### src/rtl/io_pkg.sv
// Shared constants for the J1 I/O page 0xF peripheral hub.
// Address map, status bit positions and drain FSM encoding.
package io_pkg;

    localparam logic [3:0]  IO_PAGE  = 4'hF;

    localparam logic [11:0] REG_BASE = 12'h000;
    localparam logic [11:0] OFS_UART = 12'h100;
    localparam logic [11:0] CNT_LO   = 12'h200;
    localparam logic [11:0] CNT_HI   = 12'h201;

    localparam int STAT_OVF   = 15;
    localparam int STAT_FULL  = 14;
    localparam int STAT_EMPTY = 13;

    typedef enum logic [1:0] {
        DR_IDLE = 2'd0,
        DR_SEND = 2'd1,
        DR_HOLD = 2'd2
    } drain_state_t;

endpackage

### src/rtl/sync_fifo.sv
// Single-clock FIFO with occupancy count; pointers wrap naturally.
// Push on full and pop on empty are ignored here; policy lives upstream.
module sync_fifo #(
    parameter int WIDTH = 8,
    parameter int DEPTH = 16,
    localparam int AW   = $clog2(DEPTH)
) (
    input  logic             clk,
    input  logic             reset,
    input  logic             push,
    input  logic             pop,
    input  logic [WIDTH-1:0] din,
    output logic [WIDTH-1:0] head,
    output logic             full,
    output logic             empty,
    output logic [AW:0]      count
);

    logic [WIDTH-1:0] r_mem [DEPTH];
    logic [AW-1:0]    r_wr_ptr;
    logic [AW-1:0]    r_rd_ptr;
    logic [AW:0]      r_count;
    logic             w_do_push;
    logic             w_do_pop;

    assign w_do_push = push && !full;
    assign w_do_pop  = pop && !empty;

    always_ff @(posedge clk) begin
        if (reset) begin
            r_wr_ptr <= '0;
            r_rd_ptr <= '0;
            r_count  <= '0;
        end else begin
            if (w_do_push) r_wr_ptr <= r_wr_ptr + 1'b1;
            if (w_do_pop)  r_rd_ptr <= r_rd_ptr + 1'b1;
            if (w_do_push && !w_do_pop)
                r_count <= r_count + 1'b1;
            else if (w_do_pop && !w_do_push)
                r_count <= r_count - 1'b1;
        end
    end

    // Storage needs no reset: contents are unreachable once pointers clear.
    always_ff @(posedge clk) begin
        if (w_do_push) r_mem[r_wr_ptr] <= din;
    end

    assign head  = r_mem[r_rd_ptr];
    assign full  = (r_count == (AW+1)'(DEPTH));
    assign empty = (r_count == '0);
    assign count = r_count;

endmodule

### src/rtl/io_hub.sv
// J1 I/O page 0xF hub: output registers, buffered UART TX drain,
// and a free-running 32-bit cycle counter with atomic split read.
module io_hub
    import io_pkg::*;
#(
    parameter int          NREG       = 2,
    parameter int          FIFO_DEPTH = 16,
    parameter logic [15:0] REG_RESET  = 16'h8888
) (
    input  logic              clk,
    input  logic              reset,
    input  logic [15:0]       io_addr,
    input  logic [15:0]       io_wdata,
    input  logic              io_wr,
    input  logic              io_rd,
    output logic [15:0]       io_rdata,
    output logic [16*NREG-1:0] regs_out,
    output logic [7:0]        uart_data,
    output logic              uart_we,
    input  logic              uart_busy
);

    localparam int CW = $clog2(FIFO_DEPTH) + 1;

    logic        w_page;
    logic [11:0] w_off;
    logic [11:0] w_reg_idx;
    logic        w_reg_hit;
    logic        w_uart_hit;
    logic        w_lo_hit;
    logic        w_hi_hit;

    assign w_page     = (io_addr[15:12] == IO_PAGE);
    assign w_off      = io_addr[11:0];
    assign w_reg_idx  = w_off - REG_BASE;
    assign w_reg_hit  = w_page && (w_reg_idx < 12'(NREG));
    assign w_uart_hit = w_page && (w_off == OFS_UART);
    assign w_lo_hit   = w_page && (w_off == CNT_LO);
    assign w_hi_hit   = w_page && (w_off == CNT_HI);

    logic [15:0] r_regs [NREG];

    always_ff @(posedge clk) begin
        if (reset) begin
            for (int i = 0; i < NREG; i++)
                r_regs[i] <= REG_RESET;
        end else if (io_wr && w_reg_hit) begin
            for (int i = 0; i < NREG; i++)
                if (w_reg_idx == 12'(i))
                    r_regs[i] <= io_wdata;
        end
    end

    for (genvar g = 0; g < NREG; g++) begin : g_regs
        assign regs_out[16*g +: 16] = r_regs[g];
    end

    logic          w_push;
    logic          w_pop;
    logic [7:0]    w_head;
    logic          w_full;
    logic          w_empty;
    logic [CW-1:0] w_count;
    logic          w_ovf_evt;
    logic          r_ovf;

    // A push that meets a full FIFO is lost even if a pop frees a slot.
    assign w_push    = io_wr && w_uart_hit && !w_full;
    assign w_ovf_evt = io_wr && w_uart_hit && w_full;

    sync_fifo #(
        .WIDTH (8),
        .DEPTH (FIFO_DEPTH)
    ) u_txq (
        .clk   (clk),
        .reset (reset),
        .push  (w_push),
        .pop   (w_pop),
        .din   (io_wdata[7:0]),
        .head  (w_head),
        .full  (w_full),
        .empty (w_empty),
        .count (w_count)
    );

    always_ff @(posedge clk) begin
        if (reset)
            r_ovf <= 1'b0;
        else if (w_ovf_evt)
            r_ovf <= 1'b1;
        else if (io_rd && w_uart_hit)
            r_ovf <= 1'b0;
    end

    logic [31:0] r_cnt;
    logic [15:0] r_shadow;

    always_ff @(posedge clk) begin
        if (reset) begin
            r_cnt    <= '0;
            r_shadow <= '0;
        end else begin
            r_cnt <= r_cnt + 32'd1;
            if (io_rd && w_lo_hit)
                r_shadow <= r_cnt[31:16];
        end
    end

    drain_state_t r_state;
    drain_state_t w_state_nx;

    always_ff @(posedge clk) begin
        if (reset)
            r_state <= DR_IDLE;
        else
            r_state <= w_state_nx;
    end

    // HOLD leaves the loader one cycle to raise busy before we resample it.
    always_comb begin
        w_state_nx = r_state;
        w_pop      = 1'b0;
        uart_we    = 1'b0;
        uart_data  = 8'h00;
        unique case (r_state)
            DR_IDLE: begin
                if (!w_empty && !uart_busy)
                    w_state_nx = DR_SEND;
            end
            DR_SEND: begin
                uart_we    = 1'b1;
                uart_data  = w_head;
                w_pop      = 1'b1;
                w_state_nx = DR_HOLD;
            end
            DR_HOLD: begin
                w_state_nx = DR_IDLE;
            end
            default: begin
                w_state_nx = DR_IDLE;
            end
        endcase
    end

    logic [15:0] w_status;

    always_comb begin
        w_status             = 16'h0000;
        w_status[STAT_OVF]   = r_ovf;
        w_status[STAT_FULL]  = w_full;
        w_status[STAT_EMPTY] = w_empty;
        w_status[7:0]        = 8'(w_count);
    end

    always_comb begin
        io_rdata = 16'h0000;
        if (w_reg_hit) begin
            for (int i = 0; i < NREG; i++)
                if (w_reg_idx == 12'(i))
                    io_rdata = r_regs[i];
        end else if (w_uart_hit) begin
            io_rdata = w_status;
        end else if (w_lo_hit) begin
            io_rdata = r_cnt[15:0];
        end else if (w_hi_hit) begin
            io_rdata = r_shadow;
        end
    end

endmodule
### config.mk
export PLATFORM = sky130hd
export DESIGN_NAME = io_hub
export DESIGN_NICKNAME = d
export VERILOG_FILES = /design/src/rtl/io_pkg.sv /design/src/rtl/sync_fifo.sv /design/src/rtl/io_hub.sv
export SDC_FILE = /design/constraint.sdc
export NUM_CORES = 1
export LEC_CHECK = 0
export ABC_AREA = 1
export BUFFER_PORTS_ARGS = -buffer_cell sky130_fd_sc_hd__buf_2
export CORE_MARGIN = 2
export CORE_UTILIZATION = 60
export DETAILED_ROUTE_END_ITERATION = 7
export PLACE_DENSITY = 0.78
export RECOVER_POWER = 50
export SKIP_CTS_REPAIR_TIMING = 1
export SYNTH_ARGS = -nofsm -noshare
export SYNTH_HDL_FRONTEND = slang
export SYNTH_SLANG_ARGS = --single-unit
### constraint.sdc
create_clock -name clk -period 8.85 [get_ports clk]
set_input_delay 1.77 -clock clk [delete_from_list [all_inputs] [get_ports clk]]
set_output_delay 1.77 -clock clk [all_outputs]
set_load 0.01 [all_outputs]
# After elaboration in Yosys (flattened, before gate mapping)
# Memory sizes are Yosys's and may differ from the RTL's. A register that Yosys moved wholly into a read port is not among the register bits.
# Index checks and enable logic that the tools add are counted.
# W data, S select, Z words.
[totals]
regBits = 64
latch_bits = 0
mem_bits_rw = 160
romBits = 0
word_cells = 80
mem_count = 2
[memory_table]
columns = ["name", "depth", "word_bits", "read_ports", "rd_clocked_by_memory_dff", "write_ports", "line_no", "rtl"]
rows = [
  ["u_txq.r_mem", 16, 8, 1, 1, 1, "sync_fifo.sv:19", "logic [WIDTH-1:0] r_mem [DEPTH];"],
  ["r_regs", 2, 16, 2, 0, 2, "io_hub.sv:41", "logic [15:0] r_regs [NREG];"],
]
[classes]
n_addsub = 5
mul = 0
div_mod_pow = 0
n_lt_le_gt_ge = 1
eq_ne = 8
shifts = 0
n_mux = 30
bitwise = 2
reduce_logical = 25
[ops]
columns = ["op", "n"]
rows = [
  ["$mux W16", 8],
  ["$add A32 B1 Y32 const B", 1],
  ["$eq A12 B10 Y1 const B", 2],
  ["$logic_and A1 B1 Y1", 15],
  ["$mux W1", 15],
  ["$eq A12 B1 Y1 const B", 1],
  ["$eq A12 B9 Y1 const B", 1],
  ["$logic_not A12 Y1", 1],
  ["$lt A12 B2 Y1 const B", 1],
  ["$mux W5", 2],
  ["$add A4 B1 Y4 const B", 2],
  ["$mux W4", 2],
  ["$mux W8", 1],
  ["$add A5 B1 Y5 const B", 1],
  ["$eq A5 B5 Y1 const B", 1],
  ["$logic_not A1 Y1", 5],
  ["$logic_not A5 Y1", 1],
  ["$sub A5 B1 Y5 const B", 1],
  ["$eq A4 B4 Y1 const B", 1],
  ["$pmux W2 S2", 1],
  ["$reduce_bool A2 Y1", 2],
  ["$eq A2 B1 Y1 const B", 1],
  ["$logic_not A2 Y1", 1],
  ["$mux W2", 1],
  ["other kinds (2)", 3],
]

# Logic depth before layout (Yosys ltp)
[depth]
ltp_word = 9
ltp_mapped = 15

# Cells and area by module
# Synthesis repeated with hierarchy kept, for this count alone.
[unflattened]
hier_cells = 1311
hier_area_um2 = 11198.2
[by_module_without_submodules]
columns = ["module", "n_inst", "cells_each", "area_each_um2", "seq_area_each_um2"]
rows = [
  ["sync_fifo", 1, 657, 6447.4, 4184.0],
  ["io_hub", 1, 654, 4750.8, 1981.9],
]

# Worst setup path after synthesis
# Ideal clock, no wire load.
[synth_timing]
path_kind = "input -> output"
start = "in io_addr[0]"
end = "out io_rdata[13]"
arrival_time_ns = 2.767
setup_slack_ns = 4.313
path_stages = 11
cell_sequence = "buf_6 -> nor2_2 -> nand2_1 -> nor2_4 -> nand2_4 -> inv_2 -> buf_4 -> nand2_1 -> nand3_1 -> nand2_1 -> nand2_1"
[synth_between]
elab_chain_cells = 6
[synth_lines]
columns = ["element", "line_no", "rtl"]
rows = [
  ["from (decl)", "io_hub.sv:12", "input logic [15:0] io_addr,"],
  ["branches (longest 5 deep; another with $lt A12 B2 Y1)", "n/a", ""],
  ["$mux W16 (*)", "io_hub.sv:157", "if (w_reg_hit) begin"],
  ["to (decl)", "io_hub.sv:16", "output logic [15:0] io_rdata,"],
]
# Every way passes the cells marked *.

# Worst setup path after layout
[layout_timing]
start = "in io_addr[0]"
end = "out io_rdata[14]"
# Same word-level chain as after synthesis.

==> results.toml <==
[final_layout]
area_growth_pct = 12.1
design_area_um2 = 11500
n_antenna_cell = 0
layout.cells.most_common = "nor2_1"
nFillCells = 1292
drive_above_1_share_pct = 9.85
fin_nets = 1220
final_cell_mix = "nor2_1 (221), nand2_1 (182), edfxtp_1 (160)"
utilization_pct = 69.0
fin_cells = 1408

[clocking]
insertion_delay_ns = 0.52
cts_buffers = 24
clockBufferDepth = 3
root_buffer = "clkbuf_16"
clk_pin_slew_ns = 0.06
htree_levels = 1
cts_tree = "yes"
clock_sinks = 228

[sta]
min_period_ns = 5.82
finalMaxSlewViolations = 69
fin_crit_sh_pct = 65.7
fmax_ghz = 0.172
fin_setup_tns_ns = 0
max-slew-margin-rel_pct = -10.4
tightest_slew_ns = 1.66
hold_violations = 0
rsz0062_at_grt = "false"
setup_viol = 0
fin_ws_ns = 3.03
holdWs_ns = 0.423
fin_worst_skew_ns = 0.0151

[critical_path]
slowest_delay_ns = 0.45
crit_type = "primary input to output port"
path_cells = "clkbuf_1, nor2_2, nand2_1, nor2_1, nand2_1, o21ai_0, inv_1, nand2_1, nand2_1, buf_2"
critPathLaunchType = "primary input"
timing.rr.start = "u_txq.count[0]"
endpoint_kind = "output port"
cp_top_family = "simple AND/OR/NAND/NOR gates"
r2r_cells = 13
arrival_ns = 4.05
path_buf_inv = 3
crit_cells = 10
slowest_stage = "nand2_1"
crit_top_cell = "nand2_1"
ff2ff_setup_slack_ns = 6.24
crit_fanout = 18
regToRegEndpoint = "u_txq.count[4]"
cp_data_required_time_ns = 7.08

[route]
drcViolationCount = 0
route.vias.total = 8032
first_pass_iters = 5
avgRoutedWirePerCell_um = 18.5
viasPerCell = 5.70
routed_wl_um = 26000
drtAntennaViolNets = 0
drtIter0Drc = 907

[grt]
grt_start_max_net_pins = 66
grt_pass1_wl_um = 40800
grt.total_usage_pct = 29.0
use_met3_pct = 6.49
antenna_found_initial = 0
met1_usage_pct = 38.8
grt_busiest_layer = "met2"
grt_pass1_vias = 7637
grt-ovfl-total = 0
met2_usage_pct = 47.1

[placed_design]
dp_cells = 1366
place_worst_setup_slack_ns = 3.62
post_dp_cell_area_um2 = 10800
dp_hpwl_um = 17100
gp_congestion = 0.903
io_buffers = 93

[synthesis]
ys_types = 40
netlist_instances = 1088
synth_edf_count = 160
ys_ff_latch = 228
avgSynthCellArea_um2 = 9.42
ys_seq_area_share_pct = 60.2
ys.warnings.count = 0
syn_area_um2 = 10200
syn_nets = 1136
yosys_most_used_dff = "edfxtp_1"
async_reset_ff_share_pct = 0

[status]
status = "finished with violations"
failed_checks = "max-capacitance violations, max-slew violations"

[die]
fp.dieH_um = 135
rows = 47
dieArea_um2 = 18100
start_util_pct = 61.6
coreArea_um2 = 16600
die_w_um = 135
ios = 94

[hold_path]
hold_start = "r_state[0]"
hold_depth = 1
min_to = "r_state[0]"
hp-class = "register to register"

[power]
power.total_mw = 2.16
leakage_nw = 4.30
powerDensity_nw_per_um2 = 188
ir_drop_mv = 0.129

[run]
cap_violations = 2
## cell usage after synthesis (7+ instances only)
library cell	instances	share of area, %
o211ai_1	33	2.4
nor3_1	18	0.88
or2_2	7	0.43
buf_2	10	0.49
inv_1	89	3.3
a21oi_1	45	2.2
mux2i_1	8	0.78
clkbuf_1	23	0.84
o21ai_0	86	4.2
dfxtp_1	68	13
nor2_1	220	8.1
nand3_1	61	3.0
nand2_1	181	6.6
xor2_1	7	0.60
ha_1	10	1.2
edfxtp_1	160	47
## flip-flops by register name, summed over array words and instances (netlist names), named ones only
name and count:
r_ovf 1, r_regs 32, u_txq.r_wr_ptr 4, u_txq.count 5
u_txq.r_mem 128, r_cnt 32, r_shadow 16, r_state 2
u_txq.r_rd_ptr 4
## final cells by class
cell class	instances	area, µm²	area share (%)
Multi-Input combinational cell	724	3500	30.4
Tap cell	220	275	2.40
Inverter	97	365	3.18
Clock inverter	12	97.6	0.850
Timing Repair Buffer	97	439	3.82
Clock buffer	30	643	5.60
Sequential cell	228	6170	53.7
## worst max path at each step
stage,from,end,slack [ns]
2_1_floorplan,io_addr[0],io_rdata[13],4.31
3_3_place_gp,io_addr[0],io_rdata[5],3.67
3_5_place_dp,io_addr[0],io_rdata[7],3.62
4_1_cts,io_addr[0],io_rdata[7],3.61
5_1_grt,io_addr[0],io_rdata[4],2.66
6_report,io_addr[0],io_rdata[14],3.03
## layer usage
layer,vias up,wire [µm],part of all wire (%)
met5,-,0,0
met4,0,807,3.1
met3,67,2380,9.2
met2,385,12300,47
met1,3739,10500,40
li1,3841,-,-
## logic make-up (layout without fill, tap and decap cells)
family | Yosys count | in the layout | synth area share [%]
AND/OR/NAND/NOR | 520 | 520 | 21.7
flip-flops | 228 | 228 | 60.2
AO/OA/AOI/OAI | 178 | 178 | 9.82
buffers and inverters | 136 | 236 | 5.52
adder cells (fa/ha/maj) | 11 | 11 | 1.42
multiplexers | 8 | 8 | 0.782
XOR/XNOR | 7 | 7 | 0.598
## report_power, final
part | internal [mW] | switching, mW
logic | 0.0149 | 0.0407
registers | 1.15 | 0.00749
clock network | 0.544 | 0.405
Note: power is estimated with default switching activity, not from simulation.
